--- src/rtl/em_alarm_monitor.sv ---
// EM sensor alarm monitor: synchronises the per-cell alarm lines, applies a
// mask, and tracks sticky status, a saturating event count and the first hit.
// A warm-up window after enable suppresses alarms while the cells settle, and
// a level interrupt is raised once the event count reaches the threshold.
module em_alarm_monitor #(
    parameter int WIDTH  = 32,
    parameter int WARMUP = 16,
    parameter int CNT_W  = 16
) (
    input  logic              clk,
    input  logic              rst,
    input  logic [WIDTH-1:0]  alarm_in,
    input  logic              en,
    input  logic              mask_wr,
    input  logic [WIDTH-1:0]  mask_in,
    input  logic              clr,
    input  logic [CNT_W-1:0]  thresh,
    output logic [WIDTH-1:0]  sticky,
    output logic [CNT_W-1:0]  event_cnt,
    output logic [4:0]        first_idx,
    output logic              first_valid,
    output logic              irq,
    output logic [1:0]        state
);

    localparam int WARM_W = (WARMUP > 1) ? $clog2(WARMUP) : 1;

    typedef enum logic [1:0] {
        IDLE    = 2'd0,
        WARM    = 2'd1,
        ARMED   = 2'd2,
        TRIPPED = 2'd3
    } state_t;

    // Increment that holds at all-ones instead of wrapping.
    function automatic logic [CNT_W-1:0] sat_inc(input logic [CNT_W-1:0] v);
        return (&v) ? v : v + CNT_W'(1);
    endfunction

    // Lowest set bit index; scanning downward lets the lowest index win.
    function automatic logic [4:0] lowest_idx(input logic [WIDTH-1:0] v);
        logic [4:0] idx;
        idx = '0;
        for (int i = WIDTH - 1; i >= 0; i--) begin
            if (v[i]) idx = 5'(i);
        end
        return idx;
    endfunction

    logic [WIDTH-1:0]  r_sync_p0;
    logic [WIDTH-1:0]  r_sync_p1;
    logic [WIDTH-1:0]  r_mask;
    logic [WIDTH-1:0]  r_sticky;
    logic [CNT_W-1:0]  r_cnt;
    logic [4:0]        r_fidx;
    logic              r_fvalid;
    logic              r_irq;
    logic [WARM_W-1:0] r_warm;
    state_t            r_state;

    state_t            w_state_nxt;
    logic [WIDTH-1:0]  w_hit;
    logic              w_any;
    logic              w_acc;
    logic [CNT_W-1:0]  w_cnt_inc;
    logic              w_trip;

    assign w_hit     = r_sync_p1 & ~r_mask;
    assign w_any     = |w_hit;
    // A hit is only accumulated while armed/tripped and enabled; clr discards it.
    assign w_acc     = w_any && en && !clr && (r_state == ARMED || r_state == TRIPPED);
    assign w_cnt_inc = sat_inc(r_cnt);
    assign w_trip    = (thresh != '0) && (w_cnt_inc >= thresh);

    // Two-flop synchroniser on the raw alarm lines (stage p0 -> p1).
    always_ff @(posedge clk) begin
        if (!rst) begin
            r_sync_p0 <= '0;
            r_sync_p1 <= '0;
        end else begin
            r_sync_p0 <= alarm_in;
            r_sync_p1 <= r_sync_p0;
        end
    end

    // Mask register; a write takes effect on the hit vector from the next cycle.
    always_ff @(posedge clk) begin
        if (!rst) begin
            r_mask <= '0;
        end else if (mask_wr) begin
            r_mask <= mask_in;
        end
    end

    // Warm-up cycle counter, held at zero outside WARM.
    always_ff @(posedge clk) begin
        if (!rst) begin
            r_warm <= '0;
        end else if (r_state == WARM) begin
            r_warm <= r_warm + 1'b1;
        end else begin
            r_warm <= '0;
        end
    end

    // State register and registered interrupt mirroring TRIPPED.
    always_ff @(posedge clk) begin
        if (!rst) begin
            r_state <= IDLE;
            r_irq   <= 1'b0;
        end else begin
            r_state <= w_state_nxt;
            r_irq   <= (w_state_nxt == TRIPPED);
        end
    end

    // Next-state logic; dropping en returns to IDLE from anywhere.
    always_comb begin
        w_state_nxt = r_state;
        if (!en) begin
            w_state_nxt = IDLE;
        end else begin
            case (r_state)
                IDLE: w_state_nxt = WARM;
                WARM: begin
                    if (r_warm == WARM_W'(WARMUP - 1)) w_state_nxt = ARMED;
                end
                ARMED: begin
                    if (w_acc && w_trip) w_state_nxt = TRIPPED;
                end
                TRIPPED: begin
                    if (clr) w_state_nxt = ARMED;
                end
                default: w_state_nxt = IDLE;
            endcase
        end
    end

    // Status accumulation: sticky bits, saturating count and first-hit capture.
    always_ff @(posedge clk) begin
        if (!rst) begin
            r_sticky <= '0;
            r_cnt    <= '0;
            r_fidx   <= '0;
            r_fvalid <= 1'b0;
        end else if (clr) begin
            r_sticky <= '0;
            r_cnt    <= '0;
            r_fidx   <= '0;
            r_fvalid <= 1'b0;
        end else if (w_acc) begin
            r_sticky <= r_sticky | w_hit;
            r_cnt    <= w_cnt_inc;
            if (!r_fvalid) begin
                r_fidx   <= lowest_idx(w_hit);
                r_fvalid <= 1'b1;
            end
        end
    end

    assign sticky      = r_sticky;
    assign event_cnt   = r_cnt;
    assign first_idx   = r_fidx;
    assign first_valid = r_fvalid;
    assign irq         = r_irq;
    assign state       = r_state;

endmodule

--- config.mk ---
export PLATFORM = sky130hd
export DESIGN_NAME = em_alarm_monitor
export DESIGN_NICKNAME = d
export VERILOG_FILES = /design/src/rtl/em_alarm_monitor.sv
export SDC_FILE = /design/constraint.sdc
export NUM_CORES = 1
export LEC_CHECK = 0
export CORE_MARGIN = 2
export CORE_UTILIZATION = 46
export CTS_CLUSTER_DIAMETER = 80
export DETAILED_ROUTE_END_ITERATION = 8
export GPL_TIMING_DRIVEN = 0
export PLACE_DENSITY = 0.78
export SETUP_SLACK_MARGIN = 0.2
export SLEW_MARGIN = 20
export SYNTH_ARGS = -nofsm -noshare
export SYNTH_HDL_FRONTEND = slang
export SYNTH_SLANG_ARGS = --single-unit
--- constraint.sdc ---
create_clock -name clk -period 3.1 [get_ports clk]
set_clock_uncertainty 0.05 [all_clocks]
set_input_delay 0.93 -clock clk [delete_from_list [all_inputs] [get_ports clk]]
set_output_delay 0.93 -clock clk [all_outputs]
set_load 0.1 [all_outputs]
==> results.md <==
* Result of the run: finished, violations left
* Violations in the final reports: setup timing
* Power per Cell Area at 495 nW/um^2
* Area of the multi-input gates at 3140 um^2
* Simple logic cell fraction of the synthesized area at 26.0%
* Final Hold Vio Count at 0
* WP data required at 3390 ps
* Setup repair after global routing missed its margin: true
* Remaining routing DRC violations at 0
* Die area at 14900 um^2
* Wire length per cell at 16.0 um
* Worst ir drop on vdd at 0.000397 V
* R2r endpoint: state[0]
* DIE HEIGHT at 122 um
* Leading cell types by total area after synthesis: sky130_fd_sc_hd__dfxtp_1 49%, sky130_fd_sc_hd__nor2b_1 6.9%, sky130_fd_sc_hd__and2_1 6.4%
* Register-to-Register Path Depth at 12
* Overall power after layout at 4.41 mW
* H-tree depth at 4
* Smallest hold slack at 382 ps
* Worst setup path endpoint: state[0]
* Adder-Cell Fraction of Synth Area at 3.51%
* Main synth FF type: sky130_fd_sc_hd__dfxtp_1
* Remaining number of nets flagged by the antenna check after routing at 0
* Ant diodes at 0
* Effective utilization at floorplan at 46.6%
* Clock latency on the worst-skew pair at 420 ps
* Maximum number of pins on one net before global-route repair at 17
* Setup slack of the most critical reg-to-reg path at -140 ps
* Register Area at 3190 um^2
* Worst setup SP type: flip-flop
* Synthesized-area fraction occupied by xor and xnor cells at 1.64%
* Share of the clock period used by the worst path after layout at 104%
* Multiplexer share of the synthesized area at 5.67%
* Via count of the first global-routing pass at 5551
* Critical path class: reg -> reg
* Crit end category: flip-flop
* Synth Net Count at 786
* # clock sinks at 157
* Final wirelength at 16900 um
* Number of distinct library cells after synthesis at 48
* Part of the power in registers at 47.5%
* Sum of overflow across all layers after global routing at 0
* First drt pass iteration count at 5
* Share of total power consumed by net switching at 24.2%
* Clock buffers created by TritonCTS at 17
* Critical Path Source: event_cnt[7]
* Most instantiated library cell after synthesis: sky130_fd_sc_hd__dfxtp_1
* Max-Cap Viols at 0
* Worst reg2reg path startpoint: event_cnt[7]
* Fill cell total of the finished layout at 1138
* Clock tree root driver cell: sky130_fd_sc_hd__clkbuf_16
* Core region area at 13800 um^2
* Placed instance area at 8140 um^2
* Net switching power of the design at 1.07 mW
* Cell count after placement at 1002
* Maximum buffer depth of the clock tree at 2
* Global-route wire length before repair at 26100 um
* Number of vias after detailed routing at 5519
* Static Leak at 4.00 nW
* Proportion of power drawn by combinational gates at 8.3%
* Count of pins on the block boundary at 142
* Final core utilization at 64.7%
* Post-DR vias/cell at 5.23
* Number of DRC markers in iteration 0 at 327
* Overall fraction of global-route tracks in use at 22.7%
* Number of cell rows at 43
* Synth Area in Compound Gates at 10.4%
* Half-perimeter wire length after detailed placement at 12500 um
* Number of synthesized flops with an enable pin at 0
* Fraction of layout cells with a size suffix above 1 at 12.6%
* Min setup slack post-route at -139 ps
* Fraction of registers with async set or reset after synthesis at 0%
* Most used standard cells in the synthesized netlist: 157 x sky130_fd_sc_hd__dfxtp_1, 71 x sky130_fd_sc_hd__nor2b_1, 66 x sky130_fd_sc_hd__and2_1
* Worst slew margin relative to its limit at 31.6%
* Count of endpoints failing setup in the final report at 2
* Cell internal pwr at 3.34 mW
* Netlist area before placement at 6420 um^2
* Initial antenna violation count at 0
* Number of standard cells after synthesis at 683
* Routability congestion estimate from global placement at 0.867
* Max Clock Freq at 309 MHz
* TritonCTS clock tree: built
* Port buffer count at 139
* Fin cells at 1056
* Final design instance area without fill at 8910 um^2
* Layout overhead on the synthesized area at 38.8%
* Largest family of logic cells by synthesized area: simple AND/OR/NAND/NOR gates
* Portion of the post-synthesis area used by sequential elements at 49.0%
* Highest net fanout along the worst path at 5
* Max-slew violation count at 0
* Type of the tightest min-delay check: reg -> reg
* Clk pwr share at 44.2%
* Post-Syn Area per Cell at 9.40 um^2
* Final layout net count at 966
* Area fraction of the dominant cell type after synthesis at 49.0%
* Worst Max-Slew Pin Slew at 1030 ps
* Clock edge transition at the registers on the reported setup and hold paths at 70 ps
* Number of synthesized register bits at 157
* Time the worst path needs with I/O delays and setup at 3240 ps
* Number of warnings reported in the yosys synthesis log at 0
* Area leader, netlist: sky130_fd_sc_hd__dfxtp_1
* Width of the die at 122 um
* CP arrival at 3530 ps
-- sequential cells by signal, summed over array words and instances (netlist names) --
signal	count
r_mask	32
sticky	32
r_warm	4
irq	1
r_sync_p0	32
first_valid	1
first_idx	5
event_cnt	16
r_sync_p1	32
state	2
-- how the worst min path moves through the flow --
stage	from	slack [ps]	endpoint	cells past startpoint
CTS	r_sync_p0[21]	380	r_sync_p1[21]	1
global placement	r_sync_p0[15]	360	r_sync_p1[15]	1
detailed placement	r_sync_p0[21]	370	r_sync_p1[21]	1
floorplan	r_sync_p0[0]	360	r_sync_p1[0]	1
global route	r_sync_p0[1]	390	r_sync_p1[1]	1
finish	r_sync_p0[21]	380	r_sync_p1[21]	1
-- layer usage --
metal | up-vias | global-route usage [%] | wire [um]
met5 | - | 0 | 0
met4 | 0 | 7.97 | 271
met3 | 22 | 3.75 | 922
met2 | 187 | 41.7 | 8580
met1 | 2611 | 26.7 | 7070
li1 | 2699 | - | -
-- worst max-delay path: stages (launching register included) --
cell and delay [ps]:
sky130_fd_sc_hd__dfxtp_4 390, sky130_fd_sc_hd__nand4_4 130, sky130_fd_sc_hd__or4_4 580, sky130_fd_sc_hd__nor2_4 110, sky130_fd_sc_hd__and3_4 190, sky130_fd_sc_hd__nor2b_4 160
sky130_fd_sc_hd__a21oi_2 70, sky130_fd_sc_hd__ha_1 310, sky130_fd_sc_hd__nand3_2 80, sky130_fd_sc_hd__or4_1 530, sky130_fd_sc_hd__o211ai_1 250, sky130_fd_sc_hd__a32oi_1 150
sky130_fd_sc_hd__a21oi_1 150
-- power by group through the flow --
stage | registers, mW | logic [mW] | clock network, mW
2_1_floorplan | 2.14 | 0.188 | 0
3_3_place_gp | 2.14 | 0.354 | 0
3_5_place_dp | 2.14 | 0.363 | 0
4_1_cts | 2.10 | 0.367 | 1.97
5_1_grt | 2.10 | 0.400 | 2.06
6_report | 2.10 | 0.365 | 1.95
-- repair_timing --
action	in CTS	in global routing
setup endpoints to repair	45	14
pin swaps	17	13
buffers inserted	14	8
hold buffers	0	0
gates resized for setup	54	17
-- cell type report --
| type | instances | share of cell area [%] |
|---|---|---|
| Timing Repair Buffer | 161 | 17.2 |
| Clock buffer | 18 | 4.93 |
| Tap cell | 180 | 2.53 |
| Clock inverter | 14 | 1.39 |
| Inverter | 19 | 0.801 |
| Buffer | 34 | 2.09 |
| Multi-Input combinational cell | 473 | 35.2 |
| Sequential cell | 157 | 35.8 |
-- metrics by stage --
stage	setup WS, ps	TNS, ps
finish	-139	-257
global route	-218	-437
CTS	-98.2	-161
detailed placement	-343	-2030
global placement	-273	-944
floorplan	-170	-320
-- layout by cell type, fill, tap and decap left out, types with 4 or more instances in the layout --
cell type and instances:
sky130_fd_sc_hd__dfxtp_1 141, sky130_fd_sc_hd__clkdlybuf4s50_1 84, sky130_fd_sc_hd__nor2b_1 70, sky130_fd_sc_hd__and2_1 66, sky130_fd_sc_hd__nor2_1 58, sky130_fd_sc_hd__a21oi_1 57, sky130_fd_sc_hd__dlygate4sd2_1 43, sky130_fd_sc_hd__mux2i_1 33
sky130_fd_sc_hd__nand2_1 23, sky130_fd_sc_hd__buf_4 23, sky130_fd_sc_hd__inv_1 19, sky130_fd_sc_hd__clkbuf_1 19, sky130_fd_sc_hd__ha_1 17, sky130_fd_sc_hd__clkbuf_16 17, sky130_fd_sc_hd__o21ai_0 14, sky130_fd_sc_hd__nor4_1 13
sky130_fd_sc_hd__dlymetal6s2s_1 12, sky130_fd_sc_hd__dfxtp_4 11, sky130_fd_sc_hd__nand2b_1 10, sky130_fd_sc_hd__or4_1 9, sky130_fd_sc_hd__nand3_1 8, sky130_fd_sc_hd__xnor2_1 8, sky130_fd_sc_hd__o211ai_1 7, sky130_fd_sc_hd__nor3_1 7
sky130_fd_sc_hd__nand4_1 6, sky130_fd_sc_hd__inv_6 6, sky130_fd_sc_hd__buf_6 5, sky130_fd_sc_hd__buf_2 5, sky130_fd_sc_hd__or3_1 5, sky130_fd_sc_hd__o31ai_1 5, sky130_fd_sc_hd__dfxtp_2 5, sky130_fd_sc_hd__xor2_1 4
-- logic make-up (layout without fill, tap and decap cells) --
family / Yosys count / count (layout)
AO/OA/AOI/OAI: 111 / 111
XOR/XNOR: 12 / 12
adder cells (fa/ha/maj): 18 / 18
buffers and inverters: 53 / 246
flip-flops: 157 / 157
multiplexers: 36 / 36
AND/OR/NAND/NOR: 296 / 296
No activity file was read; power rests on OpenSTA's default activity.
